===== config.mk =====
export PLATFORM = sky130hd
export DESIGN_NAME = uart_tx_fc
export DESIGN_NICKNAME = d
export VERILOG_FILES = /design/src/rtl/uart_tx_fc.sv
export SDC_FILE = /design/constraint.sdc
export NUM_CORES = 1
export LEC_CHECK = 0
export CAP_MARGIN = 20
export CORE_MARGIN = 1
export CORE_UTILIZATION = 43
export DETAILED_ROUTE_END_ITERATION = 10
export PLACE_DENSITY_LB_ADDON = 0.25
export SYNTH_ARGS = -nofsm -noshare
export SYNTH_HDL_FRONTEND = slang
export SYNTH_SLANG_ARGS = --single-unit

===== constraint.sdc =====
create_clock -name clk -period 7.08 [get_ports clk]
set_input_delay 0.708 -clock clk [delete_from_list [all_inputs] [get_ports clk]]
set_output_delay 0.708 -clock clk [all_outputs]
set_load 0.02 [all_outputs]

===== src/rtl/uart_tx_fc.sv =====
// uart_tx_fc: 8N1 UART transmitter with a small input FIFO and CTS flow control.
// Bytes enter through a valid/ready handshake, wait in the FIFO, and are sent
// LSB-first. A new frame starts only while the far end holds cts_n low; a frame
// already on the line always runs to the end of its stop bit.
module uart_tx_fc #(
   parameter int CLK_FREQ        = 12000000,
   parameter int BAUD_RATE       = 115200,
   parameter int FIFO_DEPTH_LOG2 = 2
) (
   input  logic                     clk,
   input  logic                     reset,
   input  logic [7:0]               in_data,
   input  logic                     in_valid,
   output logic                     in_ready,
   input  logic                     cts_n,
   output logic                     tx,
   output logic                     busy,
   output logic [FIFO_DEPTH_LOG2:0] fifo_level,
   output logic                     overrun
);

   localparam int TICKS_PER_BIT = CLK_FREQ / BAUD_RATE;
   localparam int CNT_W         = (TICKS_PER_BIT > 1) ? $clog2(TICKS_PER_BIT) : 1;
   localparam int DEPTH         = 1 << FIFO_DEPTH_LOG2;
   localparam int LVL_W         = FIFO_DEPTH_LOG2 + 1;

   localparam logic [CNT_W-1:0] LAST_TICK  = CNT_W'(TICKS_PER_BIT - 1);
   localparam logic [LVL_W-1:0] FULL_LEVEL = LVL_W'(DEPTH);

   typedef enum logic [1:0] {
      IDLE  = 2'd0,
      START = 2'd1,
      DATA  = 2'd2,
      STOP  = 2'd3
   } state_t;

   state_t                     state;
   state_t                     state_next;

   logic [7:0]                 mem [DEPTH];
   logic [FIFO_DEPTH_LOG2-1:0] wr_ptr;
   logic [FIFO_DEPTH_LOG2-1:0] rd_ptr;
   logic                       push;
   logic                       pop;

   logic                       cts_meta;
   logic                       cts_s;

   logic [CNT_W-1:0]           baud_cnt;
   logic                       bit_done;
   logic [2:0]                 bit_idx;
   logic [7:0]                 shift;
   logic                       tx_next;

   // in_ready comes straight from the registered level, so a slot freed by a
   // pop only becomes writable on the following cycle.
   assign in_ready = (fifo_level != FULL_LEVEL);
   assign push     = in_valid && in_ready;
   assign busy     = (state != IDLE);
   assign bit_done = (baud_cnt == LAST_TICK);

   // Two-flop synchroniser for the asynchronous cts_n; resets to "not clear".
   always_ff @(posedge clk or posedge reset) begin
      if (reset) begin
         cts_meta <= 1'b1;
         cts_s    <= 1'b1;
      end else begin
         cts_meta <= cts_n;
         cts_s    <= cts_meta;
      end
   end

   // FIFO storage; contents are don't-care until written, so no reset here.
   always_ff @(posedge clk) begin
      if (push) begin
         mem[wr_ptr] <= in_data;
      end
   end

   // FIFO pointers and occupancy; pointers wrap naturally at the depth.
   always_ff @(posedge clk or posedge reset) begin
      if (reset) begin
         wr_ptr     <= '0;
         rd_ptr     <= '0;
         fifo_level <= '0;
      end else begin
         if (push) begin
            wr_ptr <= wr_ptr + 1'b1;
         end
         if (pop) begin
            rd_ptr <= rd_ptr + 1'b1;
         end
         case ({push, pop})
            2'b10:   fifo_level <= fifo_level + 1'b1;
            2'b01:   fifo_level <= fifo_level - 1'b1;
            default: fifo_level <= fifo_level;
         endcase
      end
   end

   // Sticky overrun flag: any write offered while the FIFO is full is lost.
   always_ff @(posedge clk or posedge reset) begin
      if (reset) begin
         overrun <= 1'b0;
      end else if (in_valid && !in_ready) begin
         overrun <= 1'b1;
      end
   end

   // Frame state register.
   always_ff @(posedge clk or posedge reset) begin
      if (reset) begin
         state <= IDLE;
      end else begin
         state <= state_next;
      end
   end

   // Next-state, pop decision and line level; CTS is only consulted in IDLE.
   always_comb begin
      state_next = state;
      pop        = 1'b0;
      tx_next    = 1'b1;
      case (state)
         IDLE: begin
            tx_next = 1'b1;
            if ((fifo_level != '0) && !cts_s) begin
               pop        = 1'b1;
               state_next = START;
            end
         end
         START: begin
            tx_next = 1'b0;
            if (bit_done) begin
               state_next = DATA;
            end
         end
         DATA: begin
            tx_next = shift[0];
            if (bit_done && (bit_idx == 3'd7)) begin
               state_next = STOP;
            end
         end
         STOP: begin
            tx_next = 1'b1;
            if (bit_done) begin
               state_next = IDLE;
            end
         end
         default: begin
            state_next = IDLE;
         end
      endcase
   end

   // Baud counter, bit index and shift register; IDLE holds them cleared so
   // each frame starts on a fresh bit boundary.
   always_ff @(posedge clk or posedge reset) begin
      if (reset) begin
         baud_cnt <= '0;
         bit_idx  <= '0;
         shift    <= '0;
      end else begin
         if (state == IDLE || bit_done) begin
            baud_cnt <= '0;
         end else begin
            baud_cnt <= baud_cnt + 1'b1;
         end

         if (state != DATA) begin
            bit_idx <= '0;
         end else if (bit_done) begin
            bit_idx <= bit_idx + 1'b1;
         end

         if (pop) begin
            shift <= mem[rd_ptr];
         end else if (state == DATA && bit_done) begin
            shift <= {1'b0, shift[7:1]};
         end
      end
   end

   // Registered serial output; reset forces the line idle immediately.
   always_ff @(posedge clk or posedge reset) begin
      if (reset) begin
         tx <= 1'b1;
      end else begin
         tx <= tx_next;
      end
   end

endmodule


==> run summary <==
The pre-antenna-repair detailed-routing pass consisted of 4 iterations. The routed length per placed instance is 16.1 µm. After synthesis, the largest family of logic cells by area is multiplexers. The final net count is 227. Traced cell by cell, the critical path runs through inv_1 -> ha_1 -> inv_1 -> nor3_2 -> ha_1 -> inv_1 -> fa_1 -> xor2_1 -> nor2_1 -> xor2_1. The die covers 6810 µm². TritonCTS built the clock tree. The final-report hold violation count is 0.

Counting distinct cell types in the post-synthesis netlist gives 37. The logs give 3200 µm² for the area of all placed cells without fillers and 3040 µm² for the total placed instance area. For this configuration, the core starts out at a cell density of 45.8%. The kind of cell with the highest combined delay on the critical path was adder cells. After clock tree synthesis, the clock-pin slew on the worst setup and hold paths is 60 ps.

Hold-critical path endpoint: cts_s$_DFF_PP1_. The initial antenna violation count is 0, and the share of the clock period used by the worst path after layout is 45.3%. The portion of synthesized area spent on multiplexers is 14.0%.

The top cell type by area accounts for 34.4% of the synthesized area. Ranked by instance count, the synthesized netlist is headed by sky130_fd_sc_hd__edfxtp_1 (32), sky130_fd_sc_hd__dfrtp_1 (28), sky130_fd_sc_hd__mux2_2 (16). Combined buffer and inverter count along the critical path: 3.

The run gives 7340 ps as the required time of the critical path. The worst register-to-register path ends at fifo_level[2]$_DFFE_PP0P_. The static leakage was 0.00122 µW. In this run, synthesis produced a sequential element count of 63.

The core region is 6100 µm². In this run the cell area of the synthesized design comes to 2790 µm². The synthesized netlist devotes 3.00% of its cell area to compound gates.

The post-synthesis cell type with the largest combined area is sky130_fd_sc_hd__edfxtp_1. The run gives 0.000166 V as the maximum ir drop on the vdd rail. The root buffer selected by CTS was sky130_fd_sc_hd__clkbuf_8. The actual transition at the worst max-transition pin came out at 1060 ps.

The final period demand of the worst path is 3210 ps. Summed over all layers, the global routing overflow is 0. The number of cells on the worst reg-to-reg path is 10. In this run the worst hold path is classified as reg2reg. The die is 82.6 µm tall. The logs give 0 for the final count of negative-setup-slack endpoints and 19 for the count of pins on the block boundary. The tools report the maximum number of pins on one net before global-route repair as 32.

Setup repair after global routing left no endpoint under its margin. The tools report the data arrival time at the worst-slack endpoint as 3460 ps. The tools report the total of warnings raised by yosys as 0. The count of standard-cell rows came out at 28. Buffers placed on the I/O ports in this run total 18. The tools report the sequential share of the synthesized area as 62.4%.

The number of instances in the synthesized netlist was 175. After detailed routing, the number of remaining DRC violations is 0. Once detail routing completed, the nets flagged for antenna violations numbered 0. The die extent in x was 82.6 µm; the maximum fanout along the worst path was 12. Ranked by total cell area, the synthesized netlist is headed by sky130_fd_sc_hd__edfxtp_1 (34%), sky130_fd_sc_hd__dfrtp_1 (25%), sky130_fd_sc_hd__mux2_2 (6.5%), sky130_fd_sc_hd__mux4_2 (6.5%), sky130_fd_sc_hd__ha_1 (6.3%). For this run, the total global-route usage over all layers was measured as 15.6%. The clock tree synthesis step divided the H-tree into 3 levels. On the final layout, the worst clock skew is 7.36 ps. Of the cells placed in the final design, the portion with a size suffix greater than 1 is 24.9%. The most numerous cell type found on the critical path is sky130_fd_sc_hd__inv_1. Once detailed placement completed, the half-perimeter wirelength came to 3.09 mm. The adder-cell area share of the yosys netlist is 7.00%, and the final-layout fill cell count is 538.

The later-pin clock latency in the skew report is 340 ps, and the TritonCTS sink count is 63. The worst hold path begins at cts_meta$_DFF_PP1_. The logs give 9 for the number of clock buffers inserted by TritonCTS and 0 for the max-capacitance violation count. The worst hold path passes through 0 cells.

The run gives 7.25 mm as the first-pass GRT wire length. The via count of the first global-routing pass is 1493. STA classifies the critical path endpoint as a flip-flop. The synthesized netlist devotes 7.71% of its cell area to simple gates. No sink is reached through more buffers than the 2 on the longest clock path.

The final layout contains routed wiring with a total length of 4.51 mm. Synthesis produced a netlist with a net count of 202. The critical path is of the reg2reg type. The run gives 0 as the antenna diode count.

The tools report the total count of max-transition violations in the final report as 0. For the quantity of gates resized following cts, the log shows 0. After clock tree synthesis, the flow added hold-fix buffers numbering 0. The power density over the cells was 278 nW/µm²; the async set-reset flop share out of synthesis was 49.2%. By instance count, the leading cell after synthesis is sky130_fd_sc_hd__edfxtp_1. The XOR/XNOR share of the synthesized area was 3.45%. On the worst path, the slowest cell contributes a delay of 860 ps. The element type at the critical path start was a flip-flop. The worst register-to-register path begins at state[1]$_DFFE_PP0P_. The layout overhead on the synthesized area was 14.7%; the sum of negative setup slack was 0 ps. The run gives 116 as the iteration-0 DRC count of the detailed router.

For the share of the core filled with cells in the final layout, the log shows 52.5%. The number of enable-type register cells in the synthesized netlist came out at 32. The worst reg-to-reg setup slack is 3870 ps. The vias after detailed routing was 1433. On the critical path, the stage with the largest delay is an instance of sky130_fd_sc_hd__nor3_2.

The run gives 0 as the setup fix buffers added after clock tree synthesis. The most used flip-flop cell after synthesis is sky130_fd_sc_hd__edfxtp_1. The logs give 28.9% for the worst max-slew margin expressed relative to the limit and 312 MHz for the highest clock frequency the design can meet.

In the routed layout, each cell is associated on average with a via count of 5.12. At the end of routability-driven placement, the weighted congestion stood at 0.697. The flow ran to the end, and the final reports show no timing, DRC or antenna violations. After synthesis, the mean cell area works out to 15.9 µm².
[cell families (layout without fill, tap and decap cells)]
| group | Yosys count | in the layout |
|---|---|---|
| flip-flops | 63 | 63 |
| AND/OR/NAND/NOR | 34 | 34 |
| multiplexers | 27 | 27 |
| adder cells (fa/ha/maj) | 15 | 15 |
| buffers and inverters | 14 | 44 |
| AO/OA/AOI/OAI | 11 | 11 |
| XOR/XNOR | 11 | 11 |
[stage by stage]
step                cells  hold WS (ps)  power, µW  worst slack, ps
finish                280           356        889             3870
CTS                   280           358        903             3900
floorplan             175           345        573             4670
detailed placement    264           348        642             3910
global placement      264           347        631             4150
global route          280           362        936             3660
[where the power goes]
group | leakage [µW] | switching, µW | internal, µW
logic | 0.000483 | 86.2 | 71.7
registers | 0.000661 | 29.1 | 446
clock network | 0.0000761 | 133 | 123
total | 0.00122 | 248 | 640
[routing by layer]
metal  vias to the layer above  wire [µm]  global-route usage (%)
li1                        689          -                       -
met1                       713       2010                    19.6
met2                        21       2260                    24.0
met3                        10        122                    3.63
met4                         0        125                    10.9
met5                         -          0                       0
[cell type report]
class / instances / area [µm²] / area share (%)
flip-flops and latches: 63 / 1740 / 54.4
multi-input cells: 98 / 981 / 30.6
repair buffers: 19 / 188 / 5.86
clock buffers: 9 / 124 / 3.87
well taps: 75 / 93.8 / 2.93
clock inverters: 7 / 40.0 / 1.25
inverters: 9 / 33.8 / 1.06
[worst max-delay path by stage]
stage | from | to | slack, ps | depth (start not counted)
global placement | state[0]$_DFFE_PP0P_ | fifo_level[2]$_DFFE_PP0P_ | 4150 | 10
floorplan | state[0]$_DFFE_PP0P_ | fifo_level[2]$_DFFE_PP0P_ | 4670 | 12
finish | state[1]$_DFFE_PP0P_ | fifo_level[2]$_DFFE_PP0P_ | 3870 | 10
global route | state[1]$_DFFE_PP0P_ | fifo_level[2]$_DFFE_PP0P_ | 3660 | 10
CTS | state[0]$_DFFE_PP0P_ | fifo_level[2]$_DFFE_PP0P_ | 3900 | 10
detailed placement | state[0]$_DFFE_PP0P_ | fifo_level[2]$_DFFE_PP0P_ | 3910 | 10
[placed cells by master (no fill, tap or decap), types with 2 or more instances in the layout]
master                             n
sky130_fd_sc_hd__nor3_1            4
sky130_fd_sc_hd__o21ai_0           2
sky130_fd_sc_hd__edfxtp_1         32
sky130_fd_sc_hd__clkinv_1          2
sky130_fd_sc_hd__nor2b_1           3
sky130_fd_sc_hd__mux2_2           16
sky130_fd_sc_hd__nor3_2            2
sky130_fd_sc_hd__mux2i_1           3
sky130_fd_sc_hd__nand3_1           2
sky130_fd_sc_hd__clkdlybuf4s50_1  18
sky130_fd_sc_hd__and3_1            4
sky130_fd_sc_hd__nand2_1           5
sky130_fd_sc_hd__dfstp_2           3
sky130_fd_sc_hd__nor3b_1           2
sky130_fd_sc_hd__inv_1             9
sky130_fd_sc_hd__clkinvlp_4        3
sky130_fd_sc_hd__ha_1             14
sky130_fd_sc_hd__xnor2_1           5
sky130_fd_sc_hd__nor2_1            6
sky130_fd_sc_hd__mux4_2            8
sky130_fd_sc_hd__clkinv_2          2
sky130_fd_sc_hd__clkbuf_8          9
sky130_fd_sc_hd__dfrtp_1          28
sky130_fd_sc_hd__a21oi_1           3
sky130_fd_sc_hd__xor2_1            6
[flip-flops by register name (all words and copies together) (netlist names)]
register	flops
state	2
mem	32
rd_ptr	2
shift	8
cts_meta	1
bit_idx	3
cts_s	1
fifo_level	3
baud_cnt	7
overrun	1
tx	1
wr_ptr	2
[worst register-to-register path: cells and delay by family (launching register included)]
kind,cells,cell delay (ps)
xor gates and xnor gates,2,310
adders and majority gates,3,1110
buffers and inverters,3,310
DFF,1,420
and+or+nand+nor,2,970
No activity file was read; power rests on OpenSTA's default activity.
